===== config.mk =====
export PLATFORM = sky130hd
export DESIGN_NAME = parity_ser_tx
export DESIGN_NICKNAME = d
export VERILOG_FILES = /design/src/rtl/parity_pkg.sv /design/src/rtl/baud_div.sv /design/src/rtl/parity_ser_tx.sv
export SDC_FILE = /design/constraint.sdc
export NUM_CORES = 1
export LEC_CHECK = 0
export ABC_AREA = 1
export BUFFER_PORTS_ARGS = -buffer_cell sky130_fd_sc_hd__clkbuf_2
export CAP_MARGIN = 30
export CORE_MARGIN = 2
export CORE_UTILIZATION = 59
export CTS_BUF_LIST = sky130_fd_sc_hd__clkbuf_8
export CTS_CLUSTER_DIAMETER = 40
export DETAILED_ROUTE_END_ITERATION = 10
export GPL_TIMING_DRIVEN = 0
export PLACE_DENSITY = 0.81
export SYNTH_ARGS = -nofsm -noshare
export SYNTH_HDL_FRONTEND = slang
export SYNTH_SLANG_ARGS = --single-unit

===== constraint.sdc =====
create_clock -name clk -period 1.8 [get_ports clk]
set_input_delay 0 -clock clk [delete_from_list [all_inputs] [get_ports clk]]
set_output_delay 0 -clock clk [all_outputs]
set_load 0.02 [all_outputs]

===== src/rtl/parity_pkg.sv =====
// Shared definitions for the parity serial transmitter and its bus-side parity checker.
// State encoding, parity-mode constants and frame overhead live here so both sides agree.
package parity_pkg;

  localparam logic [2:0] ST_IDLE   = 3'd0;
  localparam logic [2:0] ST_START  = 3'd1;
  localparam logic [2:0] ST_DATA   = 3'd2;
  localparam logic [2:0] ST_PARITY = 3'd3;
  localparam logic [2:0] ST_STOP   = 3'd4;

  typedef enum logic [2:0] {
    IDLE   = ST_IDLE,
    START  = ST_START,
    DATA   = ST_DATA,
    PARITY = ST_PARITY,
    STOP   = ST_STOP
  } state_t;

  localparam logic PAR_EVEN = 1'b0;
  localparam logic PAR_ODD  = 1'b1;

  // Start, parity and stop bits added around the data word.
  localparam int FRAME_OVH = 3;

  // sel=PAR_EVEN makes data+parity carry an even number of ones.
  function automatic logic parity_bit(input logic data_xor, input logic mode);
    return data_xor ^ mode;
  endfunction

  function automatic int div_width(input int clks_per_bit);
    return (clks_per_bit > 1) ? $clog2(clks_per_bit) : 1;
  endfunction

endpackage


===== src/rtl/baud_div.sv =====
// Bit-period divider: strobes bit_end on the last clk of every CLKS_PER_BIT-cycle bit.
// next_end looks one cycle ahead so the owner can register a pulse aligned with that last cycle.
module baud_div
  import parity_pkg::*;
#(
  parameter int CLKS_PER_BIT = 4
) (
  input  logic clk,
  input  logic rst,
  input  logic clear,
  input  logic en,
  output logic bit_end,
  output logic next_end
);

  localparam int DW = div_width(CLKS_PER_BIT);
  localparam logic [DW-1:0] LAST = DW'(CLKS_PER_BIT - 1);

  logic [DW-1:0] cnt_reg;
  logic [DW-1:0] cnt_next;

  always_comb begin
    cnt_next = cnt_reg;
    if (clear) begin
      cnt_next = '0;
    end else if (en) begin
      cnt_next = (cnt_reg == LAST) ? '0 : cnt_reg + 1'b1;
    end
  end

  assign bit_end  = en && !clear && (cnt_reg == LAST);
  assign next_end = (cnt_next == LAST);

  always_ff @(posedge clk) begin
    if (rst) begin
      cnt_reg <= '0;
    end else begin
      cnt_reg <= cnt_next;
    end
  end

endmodule


===== src/rtl/parity_ser_tx.sv =====
// Serial transmitter: start(0), DATA_W data bits LSB first, parity, stop(1); line idles high.
// Word and parity mode are captured at acceptance so later bus/sel changes cannot disturb a frame.
module parity_ser_tx
  import parity_pkg::*;
#(
  parameter int DATA_W       = 32,
  parameter int CLKS_PER_BIT = 4
) (
  input  logic              clk,
  input  logic              rst,
  input  logic [DATA_W-1:0] bus,
  input  logic              sel,
  input  logic              in_valid,
  output logic              in_ready,
  output logic              tx,
  output logic              busy,
  output logic              done
);

  localparam int BW = $clog2(DATA_W + 1);
  localparam logic [BW-1:0] LAST_BIT = BW'(DATA_W - 1);

  state_t            state_reg;
  logic [DATA_W-1:0] shreg_reg;
  logic [DATA_W-1:0] shreg_shift;
  logic [BW-1:0]     bitcnt_reg;
  logic              par_reg;
  logic              tx_reg;
  logic              busy_reg;
  logic              done_reg;
  logic              accept;
  logic              bit_end;
  logic              next_end;

  assign in_ready    = (state_reg == IDLE) && !rst;
  assign accept      = in_valid && in_ready;
  assign shreg_shift = shreg_reg >> 1;

  baud_div #(
    .CLKS_PER_BIT(CLKS_PER_BIT)
  ) u_baud_div (
    .clk     (clk),
    .rst     (rst),
    .clear   (accept),
    .en      (busy_reg),
    .bit_end (bit_end),
    .next_end(next_end)
  );

  always_ff @(posedge clk) begin
    if (rst) begin
      state_reg  <= IDLE;
      shreg_reg  <= '0;
      bitcnt_reg <= '0;
      par_reg    <= 1'b0;
      tx_reg     <= 1'b1;
      busy_reg   <= 1'b0;
      done_reg   <= 1'b0;
    end else begin
      done_reg <= 1'b0;
      case (state_reg)
        IDLE: begin
          tx_reg <= 1'b1;
          if (accept) begin
            shreg_reg  <= bus;
            par_reg    <= parity_bit(^bus, sel);
            bitcnt_reg <= '0;
            tx_reg     <= 1'b0;
            busy_reg   <= 1'b1;
            state_reg  <= START;
          end
        end
        START: begin
          if (bit_end) begin
            tx_reg    <= shreg_reg[0];
            state_reg <= DATA;
          end
        end
        DATA: begin
          if (bit_end) begin
            if (bitcnt_reg == LAST_BIT) begin
              tx_reg    <= par_reg;
              state_reg <= PARITY;
            end else begin
              shreg_reg  <= shreg_shift;
              tx_reg     <= shreg_shift[0];
              bitcnt_reg <= bitcnt_reg + 1'b1;
            end
          end
        end
        PARITY: begin
          if (bit_end) begin
            tx_reg    <= 1'b1;
            state_reg <= STOP;
            // With a one-cycle bit the stop bit's only cycle is also its last.
            done_reg  <= next_end;
          end
        end
        STOP: begin
          if (bit_end) begin
            busy_reg  <= 1'b0;
            state_reg <= IDLE;
          end else begin
            done_reg <= next_end;
          end
        end
        default: begin
          tx_reg    <= 1'b1;
          busy_reg  <= 1'b0;
          state_reg <= IDLE;
        end
      endcase
    end
  end

  assign tx   = tx_reg;
  assign busy = busy_reg;
  assign done = done_reg;

endmodule


==> metrics.md <==
| Metric | Value |
|---|---|
| Outcome | finished clean |
| Pint | 2.15 mW |
| Peak VDD IR | 0.000506 V |
| Power Dens Cells | 1040 mW/mm^2 |
| Pin count of the biggest net entering global routing | 14 |
| CTS max path bufs | 2 |
| Routed length per instance | 11.1 um |
| RD Place Congestion | 0.817 |
| RSZ-0062 raised after global routing | no |
| Cells along the critical path | ha_4 > nand4_1 > nor2_2 > nor2_4 > inv_2 > nand2_2 > nand2_4 > inv_8 > buf_6 > o21ai_1 > a31oi_1 |
| Tcrit/Tclk final | 0.939 |
| Design Power | 3.53 mW |
| Max FFs per register | 32 |
| Clk Latency, worst-skew pair | 300 ps |
| Pre-antenna DRT Iters | 4 |
| FP Rows | 24 |
| First-pass GRT wire length | 11000 um |
| Post-Syn Nets | 468 |
| Delay-heaviest family, CP | simple AND/OR/NAND/NOR gates |
| Root buf cell | clkbuf_8 |
| Highest Signal Layer | met4 |
| Most frequent cells in the layout | nand2_1, dfxtp_1, inv_1 |
| CP Max Fanout | 10 |
| Die height | 72.4 um |
| Crit. End Element | flip-flop |
| Die outline width | 72.4 um |
| Synth-to-layout area growth | 23.2% |
| Routed wl met3 | 215 um |
| DR iter-0 viols | 179 |
| Initial cell density of the core | 0.624 |
| # port buffers | 38 |
| Post-layout min period | 1690 ps |
| Leak | 1.68 nW |
| Register area share after synthesis | 0.341 |
| All-Layer GR Usage | 0.260 |
| Switching Share | 0.392 |
| Cell depth of the worst flop-to-flop path | 11 |
| Worst Setup Slack, final | 110 ps |
| Worst-Margin Slew | 425 ps |
| Syn. warnings | 0 |
| Critical path's largest stage delay | 380 ps |
| Flop pwr share | 0.421 |
| Combinational Power Share | 0.411 |
| Peak Freq | 0.592 GHz |
| WP data arrival | 1870 ps |
| Share of cells above drive strength 1 | 0.149 |
| Number of global-route vias before repair | 2751 |
| Detail Placement HPWL | 4440 um |
| Cells after synthesis | 430 |
| Top cell type's share of synthesized area | 0.341 |
| Via Count | 2843 |
| Critical Path Slowest Stage Cell | dfxtp_2 |
| Final Slew Violations | 0 |
| Met2 wire length | 3060 um |
| N_diodes | 0 |
| Critical Path Start Type | flip-flop |
| Critical Path RT | 1980 ps |
| TritonCTS Buffers | 5 |
| # fillers | 356 |
| WL met1 | 2780 um |
| Hold crit path type | input port to flip-flop |
| Final setup viols | 0 |
| CTS tree | done |
| Hold WS | 4.80 ps |
| DRC Markers | 0 |
| Clock Skews | 4.69 ps |
| Fin util | 0.769 |
| Grt ovf | 0 |
| Max_slew headroom | 0.717 |
| Via density per instance | 5.12 |
| Clock sinks | 47 |
| NumNets Final | 540 |
| Core region area | 0.00441 sq mm |
| Die ar. | 0.00523 sq mm |
| WL final | 6140 um |
| P_sw | 1.38 mW |
| Boundary pin count | 40 |
| Post-DRT Antenna Nets | 0 |
| Most common cell after layout, fill and taps aside | nand2_1 |
| Critical path class | flip-flop to flip-flop |
| Stages on the worst setup path | 11 |
| Number of distinct library cells after synthesis | 32 |
| Flops & latches, synth | 47 |
| CTS H-Tree Depth | 2 |
| Clock Power Share | 0.168 |
| Clock transition at path regs | 80 ps |
| Synthesized area | 0.00276 sq mm |
| Pre-CTS setup slack | -0.632 ps |
| CP Buf/Inv Count | 3 |
| Yosys top cell by area | dfxtp_1 |
| Worst Hold Depth | 3 |
| Initial antenna violation count | 0 |
| Final-report hold violation count | 0 |
| Max-capacitance violation count | 0 |
| Mean Syn Cell Area | 6.41 sq um |
| Top cells by area in the synthesized netlist | dfxtp_1, nand2_1, a31oi_1 |
[area by class of cell]
cell class / count / area, sq um / area share
sequential: 47 / 946 / 0.279
timing repair buffer: 65 / 453 / 0.133
tap: 52 / 65.1 / 0.0192
inverter: 42 / 165 / 0.0486
clock buffer: 5 / 68.8 / 0.0203
buffer: 16 / 86.3 / 0.0254
clock inverter: 3 / 12.5 / 0.00368
multi-input combinational: 325 / 1600 / 0.471
[final timing paths]
path / startpoint / slack [ps] / to
setup reg to reg: bitcnt_reg[0] / 110 / shreg_reg[25]
hold / removal: bus[27] / 5 / shreg_reg[27]
setup / recovery: bitcnt_reg[0] / 110 / shreg_reg[25]
hold reg to reg: par_reg / 460 / par_reg
[synth_stat cells, drive strengths merged]
cell type  number
inv            42
ha              2
mux2            1
dfxtp          47
clkbuf         10
buf             6
xnor2          11
nand2         175
nor2           28
nand3          14
nor3            2
a21oi           8
nor3b           2
nand4           1
o31ai           1
a211oi          1
o21ai          40
a22oi           1
a31oi          31
xor2            6
o21bai          1
[cells by family (layout without fill, tap and decap cells)]
family,after synthesis,after routing,share of synthesized area
xor+xnor,17,17,0.0540
buf+inv,58,131,0.0903
fa+ha+maj,2,2,0.00908
compound gates,83,83,0.168
simple gates,222,222,0.333
flops,47,47,0.341
mux,1,1,0.00409
[worst reg2reg max path, delay by kind of cell (launching register included)]
family / cells / cell delay (ps)
AOI/OAI and AO/OA: 2 / 200
adders and majority gates: 1 / 150
buffers and inverters: 3 / 260
DFF: 1 / 380
and+or+nand+nor: 5 / 580
[metrics by stage]
step / setup TNS, ps / cell area, sq um / cells
after floorplan: 0 / 2760 / 430
after global placement: 0 / 3010 / 520
after detailed placement: -0.632 / 3010 / 520
after CTS: 0 / 3340 / 552
after global routing: 0 / 3400 / 555
final: 0 / 3400 / 555
[what timing repair did]
item,4_1_cts,5_1_grt
hold buffers,24,0
setup buffers,0,3
endpoints found under the hold margin,24,0
pin swaps,0,5
resized for setup,1,10
setup endpoints to repair,2,31
[power groups by stage]
| stage | Clock, mW | Sequential (mW) | Combinational, mW |
|---|---|---|---|
| CTS | 0.611 | 1.47 | 1.40 |
| global route | 0.655 | 1.52 | 1.64 |
| global placement | 0 | 1.48 | 1.33 |
| floorplan | 0 | 1.47 | 1.05 |
| detailed placement | 0 | 1.49 | 1.36 |
| finish | 0.591 | 1.49 | 1.45 |
[routing by layer]
metal	track usage	up-vias
li1	-	1530
met1	0.310	1261
met2	0.461	45
met3	0.0569	7
met4	0.0860	0
met5	0	-
Note: power is estimated with default switching activity, not from simulation.
